**src/rtl/cpu_pkg.sv**
```systemverilog
// Shared definitions for the ID/EX stage: control-bundle field offsets, ALU and
// result-select encodings, and the EX-slot state enum.
package cpu_pkg;

  localparam int CTRLW_DEF       = 10;
  localparam int CTRL_REGWRITE   = 9;
  localparam int CTRL_MEMREAD    = 8;
  localparam int CTRL_MEMWRITE   = 7;
  localparam int CTRL_ALUSRC     = 6;
  localparam int CTRL_ALUOP_LSB  = 3;
  localparam int CTRL_RESSRC_LSB = 1;
  localparam int CTRL_BRANCH     = 0;

  typedef enum logic [2:0] {
    ALU_ADD, ALU_SUB, ALU_AND, ALU_OR, ALU_XOR, ALU_SLT, ALU_SLL, ALU_SRL
  } aluOp_e;

  typedef enum logic [1:0] {
    RES_ALU, RES_MEM, RES_PC4, RES_IMM
  } resultSrc_e;

  // The all-zero control word has regWrite/memRead/memWrite/branch clear, so it is a safe bubble.
  typedef enum logic {
    ST_RUN, ST_BUB
  } exState_e;

endpackage

```
**src/rtl/id_ex_stage_if.sv**
```systemverilog
// Decode-side inputs, writeback copy, flush/hold controls and registered EX-slot outputs.
// master = decode/pipeline control side, slave = the ID/EX register stage.
interface id_ex_stage_if import cpu_pkg::*; #(
  parameter int XLEN  = 32,
  parameter int CTRLW = CTRLW_DEF
);
  logic             validD;
  logic [CTRLW-1:0] ctrlD;
  logic [XLEN-1:0]  pcD;
  logic [XLEN-1:0]  immD;
  logic [4:0]       rs1D;
  logic [4:0]       rs2D;
  logic [4:0]       rdD;
  logic [XLEN-1:0]  readData1;
  logic [XLEN-1:0]  readData2;
  logic             wbRegWrite;
  logic [4:0]       wbRd;
  logic [XLEN-1:0]  wbData;
  logic             flushE;
  logic             holdE;
  logic             stallD;
  logic             validE;
  logic [CTRLW-1:0] ctrlE;
  logic [XLEN-1:0]  pcE;
  logic [XLEN-1:0]  immE;
  logic [4:0]       rs1E;
  logic [4:0]       rs2E;
  logic [4:0]       rdE;
  logic [XLEN-1:0]  rd1E;
  logic [XLEN-1:0]  rd2E;
  logic [15:0]      bubbleCount;

  modport master (
    output validD, ctrlD, pcD, immD, rs1D, rs2D, rdD, readData1, readData2,
           wbRegWrite, wbRd, wbData, flushE, holdE,
    input  stallD, validE, ctrlE, pcE, immE, rs1E, rs2E, rdE, rd1E, rd2E, bubbleCount
  );

  modport slave (
    input  validD, ctrlD, pcD, immD, rs1D, rs2D, rdD, readData1, readData2,
           wbRegWrite, wbRd, wbData, flushE, holdE,
    output stallD, validE, ctrlE, pcE, immE, rs1E, rs2E, rdE, rd1E, rd2E, bubbleCount
  );
endinterface

```
**src/rtl/id_ex_stage_wb_bypass.sv**
```systemverilog
// Combinational writeback-to-read bypass for one source operand; x0 never bypasses.
// Zero latency, no flow control.
module wb_bypass #(
  parameter int XLEN = 32
) (
  input  logic [4:0]      rs,
  input  logic [XLEN-1:0] rfData,
  input  logic            wbRegWrite,
  input  logic [4:0]      wbRd,
  input  logic [XLEN-1:0] wbData,
  output logic [XLEN-1:0] dataOut
);
  assign dataOut = (wbRegWrite && (wbRd != 5'd0) && (wbRd == rs)) ? wbData : rfData;
endmodule

```
**src/rtl/id_ex_stage.sv**
```systemverilog
// ID/EX pipeline register with writeback bypass and load-use bubble insertion; 1-cycle latency.
// Priority flushE > holdE > bubble > load; stallD freezes decode on hazard or hold.
module id_ex_stage import cpu_pkg::*; #(
  parameter int XLEN  = 32,
  parameter int CTRLW = CTRLW_DEF
) (
  input  logic         clk,
  input  logic         rst_n,
  id_ex_stage_if.slave bus
);
  localparam logic [CTRLW-1:0] CTRL_NOP = '0;

  exState_e        state;
  exState_e        stateNext;
  logic            hazLU;
  logic            bubble;
  logic [4:0]      rsSel1;
  logic [4:0]      rsSel2;
  logic [XLEN-1:0] rfSel1;
  logic [XLEN-1:0] rfSel2;
  logic [XLEN-1:0] byp1;
  logic [XLEN-1:0] byp2;

  assign hazLU = bus.validE & bus.ctrlE[CTRL_MEMREAD] & (bus.rdE != 5'd0) & bus.validD &
                 ((bus.rdE == bus.rs1D) | (bus.rdE == bus.rs2D));
  assign bubble = hazLU & ~bus.flushE & ~bus.holdE;

  // rst_n gating keeps stallD low while holdE may still be asserted during reset.
  assign bus.stallD = rst_n & ~bus.flushE & (hazLU | bus.holdE);

  // While held, the bypass watches the already-latched operands so a late writeback is not lost.
  assign rsSel1 = bus.holdE ? bus.rs1E : bus.rs1D;
  assign rsSel2 = bus.holdE ? bus.rs2E : bus.rs2D;
  assign rfSel1 = bus.holdE ? bus.rd1E : bus.readData1;
  assign rfSel2 = bus.holdE ? bus.rd2E : bus.readData2;

  wb_bypass #(.XLEN(XLEN)) uByp1 (
    .rs(rsSel1), .rfData(rfSel1), .wbRegWrite(bus.wbRegWrite),
    .wbRd(bus.wbRd), .wbData(bus.wbData), .dataOut(byp1)
  );

  wb_bypass #(.XLEN(XLEN)) uByp2 (
    .rs(rsSel2), .rfData(rfSel2), .wbRegWrite(bus.wbRegWrite),
    .wbRd(bus.wbRd), .wbData(bus.wbData), .dataOut(byp2)
  );

  always_ff @(posedge clk or negedge rst_n) begin
    if (!rst_n) state <= ST_RUN;
    else        state <= stateNext;
  end

  always_comb begin
    stateNext = state;
    if (bus.flushE)     stateNext = ST_RUN;
    else if (bus.holdE) stateNext = state;
    else if (bubble)    stateNext = ST_BUB;
    else                stateNext = ST_RUN;
  end

  always_ff @(posedge clk or negedge rst_n) begin
    if (!rst_n) begin
      bus.validE      <= 1'b0;
      bus.ctrlE       <= CTRL_NOP;
      bus.pcE         <= '0;
      bus.immE        <= '0;
      bus.rs1E        <= 5'd0;
      bus.rs2E        <= 5'd0;
      bus.rdE         <= 5'd0;
      bus.rd1E        <= '0;
      bus.rd2E        <= '0;
      bus.bubbleCount <= 16'd0;
    end else if (bus.flushE) begin
      bus.validE <= 1'b0;
      bus.ctrlE  <= CTRL_NOP;
    end else if (bus.holdE) begin
      bus.rd1E <= byp1;
      bus.rd2E <= byp2;
    end else if (bubble) begin
      bus.validE <= 1'b0;
      bus.ctrlE  <= CTRL_NOP;
      if (bus.bubbleCount != 16'hFFFF) bus.bubbleCount <= bus.bubbleCount + 16'd1;
    end else begin
      bus.validE <= bus.validD;
      bus.ctrlE  <= bus.ctrlD;
      bus.pcE    <= bus.pcD;
      bus.immE   <= bus.immD;
      bus.rs1E   <= bus.rs1D;
      bus.rs2E   <= bus.rs2D;
      bus.rdE    <= bus.rdD;
      bus.rd1E   <= byp1;
      bus.rd2E   <= byp2;
    end
  end
endmodule

```
**src/flat_wrapper.sv**
```systemverilog
// flat-port wrapper written by rule: the top's interface ports become plain ports
module id_ex_stage_flat import cpu_pkg::*;
#(
  parameter int XLEN  = 32,
  parameter int CTRLW = CTRLW_DEF
)
  (clk, rst_n, bus_validD, bus_ctrlD, bus_pcD, bus_immD, bus_rs1D, bus_rs2D, bus_rdD, bus_readData1, bus_readData2, bus_wbRegWrite, bus_wbRd, bus_wbData, bus_flushE, bus_holdE, bus_stallD, bus_validE, bus_ctrlE, bus_pcE, bus_immE, bus_rs1E, bus_rs2E, bus_rdE, bus_rd1E, bus_rd2E, bus_bubbleCount);
  id_ex_stage_if #(.XLEN(XLEN), .CTRLW(CTRLW)) bus_i ();
  input  logic clk;
  input  logic rst_n;
  input wire logic [$bits(bus_i.validD)-1:0] bus_validD;
  input wire logic [$bits(bus_i.ctrlD)-1:0] bus_ctrlD;
  input wire logic [$bits(bus_i.pcD)-1:0] bus_pcD;
  input wire logic [$bits(bus_i.immD)-1:0] bus_immD;
  input wire logic [$bits(bus_i.rs1D)-1:0] bus_rs1D;
  input wire logic [$bits(bus_i.rs2D)-1:0] bus_rs2D;
  input wire logic [$bits(bus_i.rdD)-1:0] bus_rdD;
  input wire logic [$bits(bus_i.readData1)-1:0] bus_readData1;
  input wire logic [$bits(bus_i.readData2)-1:0] bus_readData2;
  input wire logic [$bits(bus_i.wbRegWrite)-1:0] bus_wbRegWrite;
  input wire logic [$bits(bus_i.wbRd)-1:0] bus_wbRd;
  input wire logic [$bits(bus_i.wbData)-1:0] bus_wbData;
  input wire logic [$bits(bus_i.flushE)-1:0] bus_flushE;
  input wire logic [$bits(bus_i.holdE)-1:0] bus_holdE;
  output wire logic [$bits(bus_i.stallD)-1:0] bus_stallD;
  output wire logic [$bits(bus_i.validE)-1:0] bus_validE;
  output wire logic [$bits(bus_i.ctrlE)-1:0] bus_ctrlE;
  output wire logic [$bits(bus_i.pcE)-1:0] bus_pcE;
  output wire logic [$bits(bus_i.immE)-1:0] bus_immE;
  output wire logic [$bits(bus_i.rs1E)-1:0] bus_rs1E;
  output wire logic [$bits(bus_i.rs2E)-1:0] bus_rs2E;
  output wire logic [$bits(bus_i.rdE)-1:0] bus_rdE;
  output wire logic [$bits(bus_i.rd1E)-1:0] bus_rd1E;
  output wire logic [$bits(bus_i.rd2E)-1:0] bus_rd2E;
  output wire logic [$bits(bus_i.bubbleCount)-1:0] bus_bubbleCount;
  assign bus_i.validD = bus_validD;
  assign bus_i.ctrlD = bus_ctrlD;
  assign bus_i.pcD = bus_pcD;
  assign bus_i.immD = bus_immD;
  assign bus_i.rs1D = bus_rs1D;
  assign bus_i.rs2D = bus_rs2D;
  assign bus_i.rdD = bus_rdD;
  assign bus_i.readData1 = bus_readData1;
  assign bus_i.readData2 = bus_readData2;
  assign bus_i.wbRegWrite = bus_wbRegWrite;
  assign bus_i.wbRd = bus_wbRd;
  assign bus_i.wbData = bus_wbData;
  assign bus_i.flushE = bus_flushE;
  assign bus_i.holdE = bus_holdE;
  assign bus_stallD = bus_i.stallD;
  assign bus_validE = bus_i.validE;
  assign bus_ctrlE = bus_i.ctrlE;
  assign bus_pcE = bus_i.pcE;
  assign bus_immE = bus_i.immE;
  assign bus_rs1E = bus_i.rs1E;
  assign bus_rs2E = bus_i.rs2E;
  assign bus_rdE = bus_i.rdE;
  assign bus_rd1E = bus_i.rd1E;
  assign bus_rd2E = bus_i.rd2E;
  assign bus_bubbleCount = bus_i.bubbleCount;
  id_ex_stage #(.XLEN(XLEN), .CTRLW(CTRLW)) u_core (.clk(clk), .rst_n(rst_n), .bus(bus_i));
endmodule
```
**config.mk**
```make
export PLATFORM = sky130hd
export DESIGN_NAME = id_ex_stage_flat
export DESIGN_NICKNAME = d
export VERILOG_FILES = /design/src/rtl/cpu_pkg.sv /design/src/rtl/id_ex_stage_if.sv /design/src/rtl/id_ex_stage_wb_bypass.sv /design/src/rtl/id_ex_stage.sv /design/src/flat_wrapper.sv
export SDC_FILE = /design/constraint.sdc
export NUM_CORES = 1
export LEC_CHECK = 0
export ABC_CLOCK_PERIOD_IN_PS = 6700
export CAP_MARGIN = 20
export CORE_AREA = 4 4 140 142
export DETAILED_ROUTE_END_ITERATION = 10
export DIE_AREA = 0 0 144 146
export HOLD_SLACK_MARGIN = 0.08
export PLACE_DENSITY = 0.81
export RECOVER_POWER = 50
export SLEW_MARGIN = 15
export SYNTH_ARGS = -nofsm -noshare
export SYNTH_HDL_FRONTEND = slang
export SYNTH_SLANG_ARGS = --single-unit
```
**constraint.sdc**
```tcl
create_clock -name clk -period 6.7 [get_ports clk]
set_clock_uncertainty 0.2 [all_clocks]
set_input_delay 1.005 -clock clk [delete_from_list [all_inputs] [get_ports clk]]
set_output_delay 1.005 -clock clk [all_outputs]
set_load 0.05 [all_outputs]
```
==> impl_metrics.tcl <==
set metrics [dict create \
    status "completed" \
    die_w_microns 144 \
    crit_fanout 4 \
    synth_top_cells_by_area "dfrtp_1 (57%), a222oi_1 (8.6%), mux2_2 (7.8%), nor2_1 (5.4%), mux2_1 (4.2%)" \
    synth_area_sq_um 7460 \
    drc 0 \
    ios 367 \
    finalHoldViolCount 0 \
    start_kind "primary input" \
    hp-class "flip-flop to flip-flop" \
    cpPeakStageDelay_ps 890 \
    area_growth_pct 59.7 \
    cts_resized 0 \
    antenna_left 0 \
    power.share.clock_pct 29.1 \
    place_hpwl_microns 17900 \
    yosysSeqAreaShare_pct 57.0 \
    layout-drive-gt1-share_pct 10.9 \
    gr-total-overflow 0 \
    synth_cell_type_count 34 \
    layout_worst_path_cycle_share_pct 72.4 \
    synth_top_area_share_pct 57.0 \
    cp.arrival_ps 3640 \
    p_switching_mw 1.24 \
    n_fill_cell 1462 \
    rows 50 \
    min_period_ps 4850 \
    drt-total-wl_microns 24900 \
    tritoncts "done" \
    p_per_area_nw_per_um2 277 \
    htree_levels 4 \
    start_util_pct 40.4 \
    grt_pass1_vias 6894 \
    p_int_mw 2.07 \
    track_usage_pct 23.2 \
    synth_cells 628 \
    crit_slowest_cell "clkdlybuf4s50_1" \
    clkLatencyLatePin_ps 420 \
    grt_setup_unrepaired "no" \
    comb_power_share_pct 33.6 \
    path_buf_inv 2 \
    drv_slew 0 \
    path_common_cell "clkdlybuf4s50_1" \
    grt_first_pass_wirelength_microns 38200 \
    io_buffer_count 366 \
    tightest_slew_ps 994 \
    wl_per_cell_microns 20.2 \
    final_common_cell "clkdlybuf4s50_1" \
    clock_sinks 170 \
    gp_congestion 0.826 \
    syn_avg_cell_area_sq_um 11.9 \
    clk_pin_slew_ps 80 \
    cellLeakagePower_nw 5.20 \
    path_delay_family "buffers and inverters" \
    root_buffer "clkbuf_16" \
    die_area_sq_um 21000 \
    cts_buffers 17 \
    ys_ff_latch 170 \
    hold_slack_ps 281 \
    mostFrequentLayoutCells "clkdlybuf4s50_1 (280), dfrtp_1 (170), nor2_1 (105)" \
    max-vdd-ir-drop_uv 168 \
    p_sw_share_pct 37.5 \
    core-area_sq_um 18500 \
    antenna_found_initial 1 \
    slew_headroom_pct 33.7 \
    die_h_microns 146 \
    drt_iter0_markers 544 \
    fmax_mhz 206 \
    vias 6456 \
    crit_path_end_kind "primary output" \
    post_cts_buffers 0 \
    dr.pass1.iters 6 \
    path_class "primary input to primary output" \
    setup-violations-final 0 \
    syn_nets 825 \
    fin_nets 1181 \
    crit_chain "clkdlybuf4s50_1 > xor2_1 > nor3_1 > a22oi_1 > o21ba_2 > nor3b_1 > clkdlybuf4s50_1" \
    cts_buffer_depth 2 \
    tns_ps 0 \
    required_ps 5490 \
    drv_cap 0 \
    cts_hold_buf 0 \
    vias_per_cell 5.24 \
    yosys.area.top_type "dfrtp_1" \
    grt_max_degree 96 \
    p_seq_share_pct 37.3 \
    ys_warn_count 0 \
]
worst reg2reg max path: cells and delay by family (launching register included):
family	cells	cell delay, ps
buffers and inverters	1	590
DFF	1	440
and+or+nand+nor	3	1330
AOI/OAI and AO/OA	1	340
muxes	1	440
final cells by class:
type	count	area, sq um	area share, %
sequential	170	4250	35.7
timing repair buffer	378	3750	31.5
multi-input combinational	353	2800	23.4
clock buffer	17	425	3.57
tap	234	293	2.46
inverter	64	240	2.02
clock inverter	15	155	1.30
antenna	1	2.50	0.0210
cells in the mapped netlist:
| master | number |
|---|---|
| a22oi_1 | 1 |
| mux2i_1 | 10 |
| a41o_1 | 1 |
| nor2_1 | 107 |
| o21bai_2 | 1 |
| o2111ai_2 | 1 |
| buf_4 | 3 |
| inv_1 | 64 |
| o21ai_0 | 1 |
| nand2_1 | 3 |
| o21ba_2 | 1 |
| nand4_1 | 6 |
| and4_1 | 5 |
| xor2_1 | 12 |
| or4_1 | 2 |
| nor3b_1 | 1 |
| and3_1 | 6 |
| a22o_1 | 11 |
| and2_1 | 1 |
| or2_2 | 1 |
| nor3_2 | 2 |
| mux2_2 | 52 |
| a222oi_1 | 64 |
| nor3_1 | 2 |
| buf_2 | 23 |
| o21bai_1 | 1 |
| nor2b_1 | 3 |
| clkbuf_1 | 15 |
| mux2_1 | 28 |
| xnor2_1 | 23 |
| nor2_4 | 1 |
| dfrtp_1 | 170 |
| nand3_1 | 5 |
| ha_1 | 1 |
power groups by stage:
stage | clock [mW] | combinational, mW | sequential (mW)
floorplan | 0 | 0.200 | 1.71
global route | 1.04 | 1.16 | 1.25
global placement | 0 | 1.14 | 1.25
CTS | 0.991 | 1.15 | 1.24
detailed placement | 0 | 1.14 | 1.25
finish | 0.964 | 1.11 | 1.23
per-stage QoR:
stage	instances	setup WS, ps	utilization [%]	power (mW)	instance area (sq um)
2_1_floorplan	628	2600	-	1.91	7460
3_3_place_gp	1199	1830	61.4	2.38	11300
3_5_place_dp	1199	1830	61.4	2.40	11300
4_1_cts	1231	1820	64.6	3.38	11900
5_1_grt	1232	1680	64.6	3.45	11900
6_report	1232	1850	64.6	3.31	11900
cell families (layout without fill, tap and decap cells):
kind of cell | Yosys count | in the layout | share of synthesized area (%)
muxes | 90 | 90 | 13.4
DFF | 170 | 170 | 57.0
xor gates and xnor gates | 35 | 35 | 4.11
buffers and inverters | 105 | 474 | 5.82
AOI/OAI and AO/OA | 82 | 82 | 10.8
adders and majority gates | 1 | 1 | 0.168
and+or+nand+nor | 145 | 145 | 8.73
other | 0 | 1 | 0
worst paths after layout:
kind,startpoint,endpoint,slack [ps],cells after the start
setup / recovery,bus_rs2D[2],bus_stallD,1850,7
hold / removal,u_core.bus.immE[1],u_core.bus.immE[1],280,1
setup reg to reg,u_core.bus.rdE[0],u_core.bus.immE[12],3250,6
hold reg to reg,u_core.bus.immE[1],u_core.bus.immE[1],280,1
max in group asynchronous,rst_n,u_core.bus.rs2E[0],4270,2
min in group asynchronous,rst_n,u_core.bus.rd2E[4],440,1
sequential cells by signal (all words and copies together) (netlist names):
register,cells
u_core.bus.bubbleCount,16
u_core.bus.ctrlE,10
u_core.bus.immE,32
u_core.bus.pcE,32
u_core.bus.rd1E,32
u_core.bus.rd2E,32
u_core.bus.rdE,5
u_core.bus.rs1E,5
u_core.bus.rs2E,5
u_core.bus.validE,1
metal layers:
| layer | part of all wire, % | track usage [%] | vias to the layer above | wire, microns |
|---|---|---|---|---|
| li1 | - | - | 2970 | - |
| met1 | 37 | 27.1 | 3114 | 9300 |
| met3 | 11 | 8.22 | 28 | 2660 |
| met2 | 50 | 39.5 | 344 | 12500 |
| met4 | 1.7 | 7.58 | 0 | 431 |
| met5 | 0 | 0 | - | 0 |
Note: power is estimated with default switching activity, not from simulation.
